==> config.mk <==
export PLATFORM = sky130hd
export DESIGN_NAME = stopwatch_ctrl
export DESIGN_NICKNAME = d
export VERILOG_FILES = /design/src/rtl/stopwatch_pkg.sv /design/src/rtl/bcd2_counter.sv /design/src/rtl/stopwatch_ctrl.sv
export SDC_FILE = /design/constraint.sdc
export NUM_CORES = 1
export LEC_CHECK = 0
export BUFFER_PORTS_ARGS = -buffer_cell sky130_fd_sc_hd__buf_2
export CORE_MARGIN = 10
export CORE_UTILIZATION = 56
export DETAILED_ROUTE_END_ITERATION = 12
export PLACE_DENSITY = 0.91
export SLEW_MARGIN = 10
export SYNTH_ARGS = -nofsm -noshare
export SYNTH_HDL_FRONTEND = slang
export SYNTH_SLANG_ARGS = --single-unit
==> constraint.sdc <==
create_clock -name sclk -period 5 [get_ports sclk]
set_clock_uncertainty 0.15 [all_clocks]
set_input_delay 1 -clock sclk [delete_from_list [all_inputs] [get_ports sclk]]
set_output_delay 1 -clock sclk [all_outputs]
set_load 0.05 [all_outputs]
==> src/rtl/stopwatch_pkg.sv <==
// -----------------------------------------------------------------------------
// stopwatch_pkg
// Shared types and constants for the stopwatch control sequencer:
//   state_t      : run/pause/adjust state enumeration
//   bcd_t        : one 4-bit BCD digit
//   DEF_MAX_MIN  : default highest minute value before wrap
//   DEF_MAX_SEC  : default highest second value before wrap
//   BLANK_*      : blank masks, bit order {min_tens, min_ones, sec_tens, sec_ones}
//   to_bcd8()    : converts a 0..99 integer into two packed BCD digits
// -----------------------------------------------------------------------------
package stopwatch_pkg;

  typedef enum logic [1:0] {
    PAUSE  = 2'd0,
    RUN    = 2'd1,
    ADJUST = 2'd2
  } state_t;

  typedef logic [3:0] bcd_t;

  localparam int DEF_MAX_MIN = 99;
  localparam int DEF_MAX_SEC = 59;

  localparam logic [3:0] BLANK_NONE = 4'b0000;
  localparam logic [3:0] BLANK_MIN  = 4'b1100;
  localparam logic [3:0] BLANK_SEC  = 4'b0011;

  // Used at elaboration time to turn the integer limits into the BCD
  // compare values the counters work with.
  function automatic logic [7:0] to_bcd8(input int value);
    return {4'(value / 10), 4'(value % 10)};
  endfunction

endpackage

==> src/rtl/bcd2_counter.sv <==
// -----------------------------------------------------------------------------
// bcd2_counter
// Two-digit BCD up-counter that wraps from a programmable maximum back to 00.
// Ports:
//   i_sclk   in  1  system clock
//   i_rst    in  1  synchronous active-high reset (digits -> 00)
//   i_clr    in  1  synchronous clear (digits -> 00), wins over i_inc
//   i_inc    in  1  increment by one this cycle
//   i_max    in  8  wrap value as packed BCD {tens, ones}
//   o_tens   out 4  tens digit (registered)
//   o_ones   out 4  ones digit (registered)
//   o_wrap   out 1  high in the cycle an increment wraps max -> 00
// -----------------------------------------------------------------------------
module bcd2_counter
  import stopwatch_pkg::*;
(
  input  logic       i_sclk,
  input  logic       i_rst,
  input  logic       i_clr,
  input  logic       i_inc,
  input  logic [7:0] i_max,
  output bcd_t       o_tens,
  output bcd_t       o_ones,
  output logic       o_wrap
);

  bcd_t r_tens;
  bcd_t r_ones;
  logic w_atMax;

  assign w_atMax = ({r_tens, r_ones} == i_max);

  // The wrap pulse is combinational so the next counter in the chain can
  // take its carry in the same clock edge as this counter rolls over.
  assign o_wrap = i_inc & ~i_clr & w_atMax;

  // BCD increment: ones 9 -> 0 carries into tens; reaching the maximum
  // returns both digits to zero.
  always_ff @(posedge i_sclk) begin
    if (i_rst || i_clr) begin
      r_tens <= '0;
      r_ones <= '0;
    end else if (i_inc) begin
      if (w_atMax) begin
        r_tens <= '0;
        r_ones <= '0;
      end else if (r_ones == 4'd9) begin
        r_ones <= '0;
        r_tens <= r_tens + 4'd1;
      end else begin
        r_ones <= r_ones + 4'd1;
      end
    end
  end

  assign o_tens = r_tens;
  assign o_ones = r_ones;

endmodule

==> src/rtl/stopwatch_ctrl.sv <==
// -----------------------------------------------------------------------------
// stopwatch_ctrl
// Run/pause/adjust sequencer for the stopwatch. Keeps MM:SS as four BCD digits
// and drives the digit/blank inputs of the 7-segment multiplexer.
// Optional feature macro: STOPWATCH_LAP_EN (lap freeze of the displayed time).
// Ports:
//   sclk      in  1  system clock
//   rst       in  1  synchronous active-high reset
//   tick_1hz  in  1  count tick (RUN)
//   tick_2hz  in  1  adjust/blink tick (ADJUST)
//   pause_p   in  1  toggles RUN/PAUSE
//   clr_p     in  1  clears the time to 00:00, state unchanged
//   adj       in  1  level, 1 = adjust mode
//   sel       in  1  level, adjust field: 0 = minutes, 1 = seconds
//   lap_p     in  1  lap hold toggle (only with STOPWATCH_LAP_EN)
//   min_tens, min_ones, sec_tens, sec_ones  out 4 each  display digits
//   blank     out 4  per-digit blank mask {min_tens, min_ones, sec_tens, sec_ones}
//   running   out 1  high while in RUN
// -----------------------------------------------------------------------------
module stopwatch_ctrl
  import stopwatch_pkg::*;
#(
  parameter int MAX_MIN = DEF_MAX_MIN,
  parameter int MAX_SEC = DEF_MAX_SEC
) (
  input  logic       sclk,
  input  logic       rst,
  input  logic       tick_1hz,
  input  logic       tick_2hz,
  input  logic       pause_p,
  input  logic       clr_p,
  input  logic       adj,
  input  logic       sel,
  input  logic       lap_p,
  output bcd_t       min_tens,
  output bcd_t       min_ones,
  output bcd_t       sec_tens,
  output bcd_t       sec_ones,
  output logic [3:0] blank,
  output logic       running
);

  localparam logic [7:0] MAX_MIN_BCD = to_bcd8(MAX_MIN);
  localparam logic [7:0] MAX_SEC_BCD = to_bcd8(MAX_SEC);

  state_t      r_state;
  state_t      w_nextState;
  logic        r_blink;
  logic        w_nextBlink;
  logic [3:0]  r_blank;
  logic [3:0]  w_nextBlank;
  logic        r_running;

  logic        w_runCount;
  logic        w_adjTick;
  logic        w_secInc;
  logic        w_minInc;
  logic        w_secWrap;
  logic        w_minWrap;
  logic [15:0] w_liveTime;
  logic [15:0] w_dispTime;

  // A clear or an adjust request outranks a tick, so the tick is dropped.
  // pause_p does not block the count tick: it is still counted on the way
  // out of RUN.
  assign w_runCount = (r_state == RUN) & tick_1hz & ~clr_p & ~adj;
  assign w_adjTick  = (r_state == ADJUST) & tick_2hz & ~clr_p & adj;

  // Seconds carry into minutes only while counting; in ADJUST each field
  // wraps on its own.
  assign w_secInc = w_runCount | (w_adjTick & sel);
  assign w_minInc = (w_runCount & w_secWrap) | (w_adjTick & ~sel);

  bcd2_counter u_sec (
    .i_sclk (sclk),
    .i_rst  (rst),
    .i_clr  (clr_p),
    .i_inc  (w_secInc),
    .i_max  (MAX_SEC_BCD),
    .o_tens (w_liveTime[7:4]),
    .o_ones (w_liveTime[3:0]),
    .o_wrap (w_secWrap)
  );

  bcd2_counter u_min (
    .i_sclk (sclk),
    .i_rst  (rst),
    .i_clr  (clr_p),
    .i_inc  (w_minInc),
    .i_max  (MAX_MIN_BCD),
    .o_tens (w_liveTime[15:12]),
    .o_ones (w_liveTime[11:8]),
    .o_wrap (w_minWrap)
  );

  // Next state, blink phase and blank mask. clr_p freezes the state machine
  // for the cycle; adj wins over pause_p; dropping adj always lands in PAUSE.
  always_comb begin
    w_nextState = r_state;
    w_nextBlink = r_blink;
    if (!clr_p) begin
      if (adj) begin
        w_nextState = ADJUST;
      end else if (r_state == ADJUST) begin
        w_nextState = PAUSE;
      end else if (pause_p) begin
        w_nextState = (r_state == RUN) ? PAUSE : RUN;
      end

      if (w_adjTick) begin
        w_nextBlink = ~r_blink;
      end else if ((r_state == ADJUST) && !adj) begin
        w_nextBlink = 1'b0;
      end
    end

    w_nextBlank = BLANK_NONE;
    if ((w_nextState == ADJUST) && w_nextBlink) begin
      w_nextBlank = sel ? BLANK_SEC : BLANK_MIN;
    end
  end

  // State register plus the registered running/blank outputs.
  always_ff @(posedge sclk) begin
    if (rst) begin
      r_state   <= PAUSE;
      r_blink   <= 1'b0;
      r_blank   <= BLANK_NONE;
      r_running <= 1'b0;
    end else begin
      r_state   <= w_nextState;
      r_blink   <= w_nextBlink;
      r_blank   <= w_nextBlank;
      r_running <= (w_nextState == RUN);
    end
  end

`ifdef STOPWATCH_LAP_EN
  logic        r_lapHold;
  logic [15:0] r_lapTime;
  logic        w_unusedMinWrap;

  assign w_unusedMinWrap = w_minWrap;

  // Lap hold: the first lap_p in RUN captures the time as it stands before
  // this cycle's tick; the next lap_p, leaving RUN or a clear releases it.
  always_ff @(posedge sclk) begin
    if (rst) begin
      r_lapHold <= 1'b0;
      r_lapTime <= '0;
    end else if (clr_p || (w_nextState != RUN)) begin
      r_lapHold <= 1'b0;
    end else if (lap_p && (r_state == RUN)) begin
      r_lapHold <= ~r_lapHold;
      if (!r_lapHold) begin
        r_lapTime <= w_liveTime;
      end
    end
  end

  assign w_dispTime = r_lapHold ? r_lapTime : w_liveTime;
`else
  logic w_unusedLap;

  assign w_unusedLap = lap_p ^ w_minWrap;
  assign w_dispTime  = w_liveTime;
`endif

  assign {min_tens, min_ones, sec_tens, sec_ones} = w_dispTime;
  assign blank   = r_blank;
  assign running = r_running;

endmodule

==> results.cfg <==
[status]
outcome = completed

[synth]
synth_area_mm2 = 0.001197
yosys.area.top_type = dfxtp_1
synth_compound_area_frac = 0.1358
synth.mux.area_fraction = 0.06688
yosys.area_share.simple = 0.3197
ys_ff_latch = 22
synth_top_area_frac = 0.3678
synthXorXnorAreaFrac = 0
seq_area_frac_synth = 0.3678
ys_warn_count = 0
synth_area_per_cell_um2 = 8.740
synth_fa_ha_area_frac = 0.06270
yosys-top-cells-area = dfxtp_1, mux2i_1, ha_1
synth.distinct_cells = 39
syn_inst = 137
synth_top_family_by_area = simple AND/OR/NAND/NOR gates
synth_fp_nets = 152

[cells_and_area]
fin_util = 0.6844
syn_to_final_growth_pct = 14.42
diodes = 0
fillers = 175
layout-drive-gt1-share = 0.2331
nets = 179

[clocking]
clock_path_buffers = 2
clkSlewWorstSetupHoldPaths_ps = 130
post-cts-setup-buffers = 0
h-tree-depth = 1
insertion_delay_ps = 310
cts_buffers = 3
post_cts_resized = 0
clock_sinks = 22
cts-root-buf = clkbuf_4
ctsHoldBuffers = 0
cts_tree = yes

[worst_setup_path]
cp-end-kind = flip-flop
start_kind = input pin
cp.required_ps = 5100
crit_path_max_fanout = 10
arrival_ps = 2610
path_class = in2reg
r2r_cells = 7

[hold_path]
worstHoldPathCells = 2
min_path_type = reg2reg

[timing]
relSlewSlack = 0.5890
setup_viol = 0
fin_setup_tns_ps = 0
rsz0062_at_grt = no
hold_viol = 0
min_period_ps = 2507
clock.fmax_ghz = 0.3990
tightest_slew_ps = 610.1
finalCritPeriodShare = 0.5013
slew_violations = 0
setup_slack_ps = 2493
hold_ws_ps = 365.5

[place]
dp_hpwl_um = 1997
place_congestion = 0.7442
dp_slack_ps = 2177
place.port_buffers = 28

[global_routing]
grt_pass1_wl_um = 4402
grt_usage = 0.1224
grt_max_degree = 16
overflow = 0
antenna_found_initial = 0
grt_pass1_vias = 1010

[routing]
vias = 1071
wl_per_cell_um = 13.79
drcViolationCount = 0
routed_wl_um = 2621
via_per_inst = 5.637
first_pass_iters = 4
antenna_left = 0
drtIter0Drc = 47

[die]
die_area_mm2 = 0.004388
die_x_um = 66.24
io_pins = 30
rows = 16
coreArea_mm2 = 0.002002
start_util = 0.5981
die_h_um = 66.24

[power_and_ir_drop]
power_density_mw_per_mm2 = 217.4
ir_drop_v = 0.0001404
totalPowerFinal_uw = 297.8
p_leak_nw = 0.5818

[job]
drv_cap = 0
-- placed cells by master (no fill, tap or decap), types with 2 or more instances in the layout --
cell,n
a21oi_1,9
and3b_1,2
and4bb_2,2
buf_2,28
clkbuf_4,3
dfxtp_1,22
ha_1,6
inv_1,5
mux2i_1,8
nand2_1,13
nand3_1,4
nand3b_1,3
nand4b_1,3
nor2_1,16
nor2b_1,5
nor3b_1,2
o21a_1,2
o21ai_0,6
or3_1,4
or4_1,2
-- Yosys cell counts (all sizes together) --
library cell	instances
nand4	1
a311oi	1
or4	2
or2	1
nor2b	5
o21a	2
a31oi	1
a21oi	9
nand4b	3
inv	5
a21bo	1
o211ai	1
nand4bb	1
and4bb	2
o41ai	1
o21ai	6
nor3	1
or3	4
nand3b	3
o22a	1
a22oi	1
dfxtp	22
and2	1
and4	1
mux2i	8
nor2	16
nand2	13
o2111ai	1
clkbuf	2
nand2b	1
nand3	4
or2b	1
nor3b	3
ha	6
and3b	2
buf	4
-- metal layers --
layer,vias to the layer above,GRT usage,wire length (µm)
li1,539,-,-
met1,510,0.1377,1076
met2,20,0.2201,1398
met3,2,0.02712,129
met4,0,0.03927,18
met5,-,0,0
-- stage by stage --
stage | cell area, µm² | instances
floorplan | 1197 | 137
global placement | 1334 | 186
detailed placement | 1334 | 186
CTS | 1370 | 190
global route | 1370 | 190
finish | 1370 | 190
-- critical path, stage by stage --
cell	delay, ps
buf_2	150
nand4bb_1	280
nor3b_4	270
o2111ai_2	250
or4_1	510
a21oi_1	150
-- area by class of cell --
type                    instances  area (µm²)  share of cell area
inverters                       5       18.77             0.01370
repair buffers                 28       140.1              0.1023
well taps                      27       33.78             0.02466
multi-input cells             104       700.7              0.5114
flip-flops and latches         22       440.4              0.3215
clock buffers                   4       36.28             0.02648
-- power breakdown --
group	leakage [nW]	switching, mW	total (mW)	internal, mW
sequential	0.178	0.00211	0.179	0.177
combinational	0.383	0.0125	0.0209	0.00844
clock	0.0210	0.0536	0.0980	0.0444
-- kinds of logic (layout without fill, tap and decap cells) --
family / Yosys count / after routing
adder cells (fa/ha/maj): 6 / 6
AO/OA/AOI/OAI: 25 / 25
flip-flops: 22 / 22
AND/OR/NAND/NOR: 65 / 65
multiplexers: 8 / 8
buffers and inverters: 11 / 37
-- state kept, by name (all words and copies together), names as in the netlist --
name and count:
running 1, u_sec.o_tens 4, r_blink 1, u_sec.o_ones 4, u_min.o_ones 4, r_state 2, u_min.o_tens 4, blank 2
-- path summary, 6_finish.rpt --
check / startpoint / end / slack [ps]
hold / removal: u_min.o_tens[3]$_SDFFE_PP0P_ / u_min.o_tens[3]$_SDFFE_PP0P_ / 370
setup / recovery: clr_p / u_min.o_tens[2]$_SDFFE_PP0P_ / 2490
hold reg to reg: u_min.o_tens[3]$_SDFFE_PP0P_ / u_min.o_tens[3]$_SDFFE_PP0P_ / 370
setup reg to reg: u_sec.o_tens[1]$_SDFFE_PP0P_ / u_min.o_ones[3]$_SDFFE_PP0P_ / 2730
Note: power is estimated with default switching activity, not from simulation.
